==> config.mk <==
export PLATFORM = sky130hd
export DESIGN_NAME = mem_port_arbiter
export DESIGN_NICKNAME = d
export VERILOG_FILES = /design/src/rtl/mem_arb_pkg.sv /design/src/rtl/mem_arb_rr3.sv /design/src/rtl/mem_port_arbiter.sv
export SDC_FILE = /design/constraint.sdc
export NUM_CORES = 1
export LEC_CHECK = 0
export BUFFER_PORTS_ARGS = -buffer_cell sky130_fd_sc_hd__buf_2
export CORE_ASPECT_RATIO = 0.8
export CORE_MARGIN = 10
export CORE_UTILIZATION = 41
export CTS_BUF_LIST = sky130_fd_sc_hd__clkbuf_4 sky130_fd_sc_hd__clkbuf_8
export CTS_CLUSTER_SIZE = 40
export DETAILED_ROUTE_END_ITERATION = 10
export PLACE_DENSITY_LB_ADDON = 0.25
export RECOVER_POWER = 50
export SETUP_SLACK_MARGIN = 0.3
export SLEW_MARGIN = 0
export SYNTH_ARGS = -nofsm -noshare
export SYNTH_HDL_FRONTEND = slang
export SYNTH_SLANG_ARGS = --single-unit
==> constraint.sdc <==
create_clock -name CLK -period 2.51 [get_ports CLK]
set_input_delay 0.1255 -clock CLK [delete_from_list [all_inputs] [get_ports CLK]]
set_output_delay 0.1255 -clock CLK [all_outputs]
set_load 0.02 [all_outputs]
==> src/rtl/mem_arb_pkg.sv <==
// Shared constants and types for the slurm16 memory port arbiter.
package mem_arb_pkg;

    localparam int unsigned NUM_PORTS = 4;
    localparam int unsigned PORT_VID  = 0;
    localparam int unsigned PORT_CPU  = 1;
    localparam int unsigned PORT_SPR  = 2;
    localparam int unsigned PORT_DMA  = 3;

    typedef struct packed {
        logic       valid;
        logic [1:0] owner;
    } lock_state_t;

endpackage

==> src/rtl/mem_arb_rr3.sv <==
// Round-robin picker over ports 1-3; search starts at the port after rr_ptr.
module mem_arb_rr3 (
    input  logic [2:0] req_mask,
    input  logic [1:0] rr_ptr,
    output logic [2:0] win
);

    // req_mask/win bit 0 corresponds to port 1
    always_comb begin
        win = 3'b000;
        case (rr_ptr)
            2'd1: begin
                if (req_mask[1])      win = 3'b010;
                else if (req_mask[2]) win = 3'b100;
                else if (req_mask[0]) win = 3'b001;
            end
            2'd2: begin
                if (req_mask[2])      win = 3'b100;
                else if (req_mask[0]) win = 3'b001;
                else if (req_mask[1]) win = 3'b010;
            end
            default: begin
                if (req_mask[0])      win = 3'b001;
                else if (req_mask[1]) win = 3'b010;
                else if (req_mask[2]) win = 3'b100;
            end
        endcase
    end

endmodule

==> src/rtl/mem_port_arbiter.sv <==
// Shared memory port arbiter: port 0 fixed priority with starvation guard, ports 1-3 round-robin
// with locked bursts. Define MEM_ARB_STATS_EN to add per-port saturating grant counters.
module mem_port_arbiter
    import mem_arb_pkg::*;
#(
    parameter int unsigned ADDR_W      = 16,
    parameter int unsigned DATA_W      = 16,
    parameter int unsigned VID_RUN_MAX = 8,
    parameter int unsigned LOCK_MAX    = 4
) (
    input  logic                  CLK,
    input  logic                  RST,
    input  logic [3:0]            req_i,
    input  logic [3:0]            lock_i,
    input  logic [3:0]            wr_i,
    input  logic [4*ADDR_W-1:0]   addr_i,
    input  logic [4*DATA_W-1:0]   wdata_i,
    output logic [3:0]            gnt_o,
    output logic [3:0]            rvalid_o,
    output logic [DATA_W-1:0]     rdata_o,
    output logic                  mem_en_o,
    output logic                  mem_we_o,
    output logic [ADDR_W-1:0]     mem_addr_o,
    output logic [DATA_W-1:0]     mem_wdata_o,
`ifdef MEM_ARB_STATS_EN
    output logic [4*16-1:0]       stat_gnt_o,
`endif
    input  logic [DATA_W-1:0]     mem_rdata_i
);

    localparam int unsigned VRW = (VID_RUN_MAX < 1) ? 1 : $clog2(VID_RUN_MAX + 1);
    localparam int unsigned LCW = (LOCK_MAX < 2) ? 1 : $clog2(LOCK_MAX + 1);

    logic [VRW-1:0]    vid_run_q, vid_run_d;
    logic [1:0]        rr_ptr_q, rr_ptr_d;
    lock_state_t       lock_q, lock_d;
    logic [LCW-1:0]    lock_cnt_q, lock_cnt_d;
    logic [3:0]        excl_q, excl_d;
    logic [3:0]        rvalid_q;
    logic [DATA_W-1:0] rdata_q;

    logic       owner_ok, lock_drop, owner_gnt, guard_fire, req_lo;
    logic [3:0] excl_now, gnt;
    logic [2:0] rr_req, rr_win;

    always_comb begin
        owner_ok  = lock_q.valid & req_i[lock_q.owner] & lock_i[lock_q.owner];
        lock_drop = lock_q.valid & ~owner_ok;
        excl_now  = excl_q;
        if (lock_drop) excl_now[lock_q.owner] = 1'b1;
        rr_req    = req_i[3:1] & ~excl_now[3:1];
        req_lo    = |req_i[3:1];
    end

    mem_arb_rr3 u_rr3 (
        .req_mask (rr_req),
        .rr_ptr   (rr_ptr_q),
        .win      (rr_win)
    );

    // Guard only masks port 0 when someone else can actually take the slot.
    assign guard_fire = (VID_RUN_MAX != 0) && (vid_run_q == VRW'(VID_RUN_MAX)) && req_lo &&
                        (owner_ok || (|rr_win));

    always_comb begin
        gnt = 4'b0000;
        if (owner_ok && (!req_i[0] || guard_fire)) gnt[lock_q.owner] = 1'b1;
        else if (req_i[0] && !guard_fire)         gnt[0] = 1'b1;
        else                                       gnt[3:1] = rr_win;
        owner_gnt = owner_ok & gnt[lock_q.owner];
    end

    always_comb begin
        vid_run_d  = vid_run_q;
        rr_ptr_d   = rr_ptr_q;
        lock_d     = lock_q;
        lock_cnt_d = lock_cnt_q;
        excl_d     = 4'b0000;

        if (!req_lo || (|gnt[3:1])) vid_run_d = '0;
        else if (gnt[0] && (vid_run_q != VRW'(VID_RUN_MAX))) vid_run_d = vid_run_q + 1'b1;

        if (gnt[1])      rr_ptr_d = 2'd1;
        else if (gnt[2]) rr_ptr_d = 2'd2;
        else if (gnt[3]) rr_ptr_d = 2'd3;

        if (lock_drop) begin
            lock_d.valid = 1'b0;
            lock_cnt_d   = '0;
        end else if (owner_gnt) begin
            if (lock_cnt_q == LCW'(LOCK_MAX - 1)) begin
                lock_d.valid           = 1'b0;
                lock_cnt_d             = '0;
                excl_d[lock_q.owner]   = 1'b1;
            end else begin
                lock_cnt_d = lock_cnt_q + 1'b1;
            end
        end

        // A fresh lock can start on the same cycle an old one drops.
        if ((!lock_q.valid || lock_drop) && (LOCK_MAX > 1)) begin
            for (int p = 1; p < NUM_PORTS; p++) begin
                if (gnt[p] && lock_i[p]) begin
                    lock_d.valid = 1'b1;
                    lock_d.owner = 2'(p);
                    lock_cnt_d   = LCW'(1);
                end
            end
        end
    end

    always_ff @(posedge CLK) begin
        if (RST) begin
            vid_run_q  <= '0;
            rr_ptr_q   <= 2'd3;
            lock_q     <= '0;
            lock_cnt_q <= '0;
            excl_q     <= '0;
            rvalid_q   <= '0;
            rdata_q    <= '0;
        end else begin
            vid_run_q  <= vid_run_d;
            rr_ptr_q   <= rr_ptr_d;
            lock_q     <= lock_d;
            lock_cnt_q <= lock_cnt_d;
            excl_q     <= excl_d;
            rvalid_q   <= gnt & ~wr_i;
            rdata_q    <= mem_rdata_i;
        end
    end

    always_comb begin
        mem_addr_o  = '0;
        mem_wdata_o = '0;
        for (int p = 0; p < NUM_PORTS; p++) begin
            if (gnt[p]) begin
                mem_addr_o  = addr_i[p*ADDR_W +: ADDR_W];
                mem_wdata_o = wdata_i[p*DATA_W +: DATA_W];
            end
        end
    end

    assign gnt_o    = gnt;
    assign mem_en_o = |gnt;
    assign mem_we_o = |(gnt & wr_i);
    assign rvalid_o = rvalid_q;
    assign rdata_o  = rdata_q;

`ifdef MEM_ARB_STATS_EN
    logic [NUM_PORTS-1:0][15:0] stat_q;

    always_ff @(posedge CLK) begin
        if (RST) begin
            stat_q <= '0;
        end else begin
            for (int p = 0; p < NUM_PORTS; p++) begin
                if (gnt[p] && (stat_q[p] != 16'hFFFF)) stat_q[p] <= stat_q[p] + 16'd1;
            end
        end
    end

    assign stat_gnt_o = stat_q;
`endif

endmodule
==> results.toml <==
[status]
outcome = "finished, violations left"
violations = "negative setup slack"

[setup_path]
end_kind = "output port"
worstPathCellList = "inv_1 > ha_1 > nand2b_4 > o211ai_1 > o211ai_1 > buf_4 > o311ai_4 > o211ai_4 > buf_12 > clkbuf_16 > o21ai_0 > o21ai_2 > buf_2"
cp.arrival_ns = 2.99
path_max_fanout = 8
worst_path_most_repeated_cell = "o211ai_1"
worst-setup-path-type = "reg2out"
max_stage_delay_ns = 0.40
slowest_stage = "dfxtp_2"
critPathRequiredTime_ns = 2.38
worst_setup_path_start_kind = "register"

[synthesis]
netlist-cell-type-count = 58
ys_seq_area_share_pct = 26.24
syn-cell-area_um2 = 2670
yosys_warnings = 0
syn-instance-count = 343
synth_edf_count = 0
synth_ff_type = "dfxtp_1"
ys_seq_elements = 35
synth_nets = 506
synthArstFlopShare_pct = 0
avgSynthCellArea_um2 = 7.784

[timing]
tightest_slew_ns = 1.259
layout_min_cycle_time_ns = 3.111
rsz0062_at_grt = "yes"
setup_viol = 45
fmax_mhz = 321.4
fin_ws_ns = -0.6012
skew_ns = 0.006170
min_period_over_period_pct = 124.0
hold_viol = 0
drv_slew = 0
relSlewSlack_pct = 16.10

[placed_design]
portBuffers = 215
placedCellCount = 642
gp_congestion = 0.9860
hpwlAfterDp_mm = 9.960

[pwr]
cellPowerDensity_nw_per_um2 = 455.4
leakage_nw = 2.415
vdd_drop_max_mv = 0.3039

[layout]
finalNonFillerCells = 691
final_util_pct = 85.62
area_growth_pct = 103.4
fillers = 345
layout-drive-gt1-share_pct = 66.06
n_antenna_cell = 0
fin_nets = 769

[floorplanning]
initial_core_util_pct = 42.09
fp.dieW_um = 110.2
core_area_um2 = 6344
ioPinCount = 216
rows = 26
fp.dieArea_um2 = 10160
die_h_um = 92.18

[drt]
drc = 0
via_per_inst = 5.899
drtIter0Drc = 398
ant_nets = 0
wl_mm = 15.27
first_pass_iters = 5
avgRoutedWirePerCell_um = 22.10
num_vias = 4076

[grt]
overflow = 0
grt_pass1_vias = 3962
grt_pass1_wl_mm = 20.36
grt_antenna_before_repair = 0
grt_usage_pct = 24.57
grt_max_degree = 32

[clock_network]
htreeDepth = 2
clkSinkCount = 35
numCtsBuffers = 5
clkTransAtPathRegs_ns = 0.08
cts_root_buf = "clkbuf_8"
clockBufferDepth = 2
clkLatencyLatePin_ns = 0.29
cts_tree = "done"

[hold_path]
hold_class = "in2reg"

[run]
max_cap_viol_count = 0
## sequential cells by signal (all words and copies together), names as in the netlist
name,flops
excl_q,3
lock_cnt_q,3
lock_q,3
rdata_o,16
rr_ptr_q,2
rvalid_o,4
vid_run_q,4
## cell usage after synthesis, types with 2 or more instances
master,n,share of area [%]
dfxtp_1,35,26
nand2_1,33,4.6
a21oi_1,32,6.0
o21ai_0,32,6.0
nor2b_1,20,4.7
nor2_1,18,2.5
o21ai_1,17,3.2
a221oi_1,13,4.3
buf_2,13,2.4
inv_1,13,1.8
mux2i_1,12,4.5
a211o_1,11,3.6
a221oi_2,10,5.6
clkbuf_1,10,1.4
nor3_1,8,1.5
ha_1,5,2.3
nand3_1,4,0.75
and2_1,3,0.70
and3_1,3,0.70
buf_4,3,0.84
nand4_1,3,0.70
nor3b_1,3,0.84
buf_6,2,0.84
inv_2,2,0.28
nand4b_1,2,0.66
nand4bb_1,2,0.84
o211ai_1,2,0.56
o221ai_1,2,0.66
## area by class of cell
type	instances	area, um^2	area share (%)
inverter	16	77.57	1.428
clock inverter	3	43.79	0.8063
timing repair inverter	1	11.26	0.2073
tap	84	105.1	1.935
timing repair buffer	283	1982	36.49
clock buffer	5	68.82	1.267
sequential	35	714.4	13.15
multi-input combinational	264	2429	44.71
## cell usage in the layout, fill, tap and decap left out, types with 10 or more instances in the layout
| cell | count |
|---|---|
| buf_2 | 177 |
| a211o_1 | 11 |
| nand2_1 | 33 |
| a221oi_2 | 13 |
| dfxtp_1 | 28 |
| o21ai_2 | 25 |
| mux2i_1 | 12 |
| nor2b_1 | 20 |
| nor2_1 | 17 |
| inv_1 | 10 |
| buf_6 | 29 |
| a21oi_2 | 10 |
| o21ai_0 | 18 |
| a21oi_4 | 13 |
| buf_4 | 50 |
## through the flow
stage               area, um^2  total power (W)  setup WS, ns  hold WS [ns]  setup TNS (ns)
global placement          4240         0.001567      -0.05955        0.3082         -0.8053
CTS                       4932         0.002264       -0.2322      0.002715          -6.376
global route              5431         0.002571       -0.6672       0.01780          -22.51
detailed placement        4240         0.001581      -0.07475        0.3099          -1.486
finish                    5431         0.002473       -0.6012       0.01491          -18.82
floorplan                 2969         0.001235        0.1358        0.2040               0
## cells by family (layout without fill, tap and decap cells)
group,count (synthesis),in the layout,share of synthesized area [%]
simple gates,108,108,21.28
mux,14,14,5.764
flops,35,35,26.24
compound gates,135,135,35.85
fa+ha+maj,5,5,2.343
xor+xnor,2,2,0.6562
buf+inv,44,308,7.873
## final timing paths
path	startpoint	endpoint	slack, ns	cells past startpoint
max reg2reg	rr_ptr_q[1]	lock_cnt_q[0]	-0.44	16
min	wr_i[3]	rvalid_o[3]	0.01	2
max	rr_ptr_q[1]	mem_addr_o[8]	-0.60	13
min reg2reg	lock_cnt_q[2]	lock_cnt_q[2]	0.50	2
## timing repair
action	CTS	global route
cloned	2	4
gates resized for setup	91	71
hold buffers	0	0
buffers inserted	21	14
endpoints found under the setup margin	50	54
pin swaps	21	23
## critical path: cells and delay by family, from the launching register on
kind                     cells  cell delay (ns)
AND/OR/NAND/NOR              1             0.10
buffers and inverters        5             0.81
adder cells (fa/ha/maj)      1             0.26
flip-flops                   1             0.40
AO/OA/AOI/OAI                6             1.11
## routing by layer
layer	vias up	part of all wire [%]	global-route usage, %
li1	1800	-	-
met1	1924	37	27.64
met2	286	49	44.23
met3	66	10	7.552
met4	0	3.9	5.021
met5	-	0	0
## power breakdown
group          leakage [nW]  switching (W)  internal (W)
registers             0.290      0.0000181      0.000582
clock network        0.0581       0.000224      0.000296
logic                  2.07       0.000699      0.000654
Note: power is estimated with default switching activity, not from simulation.
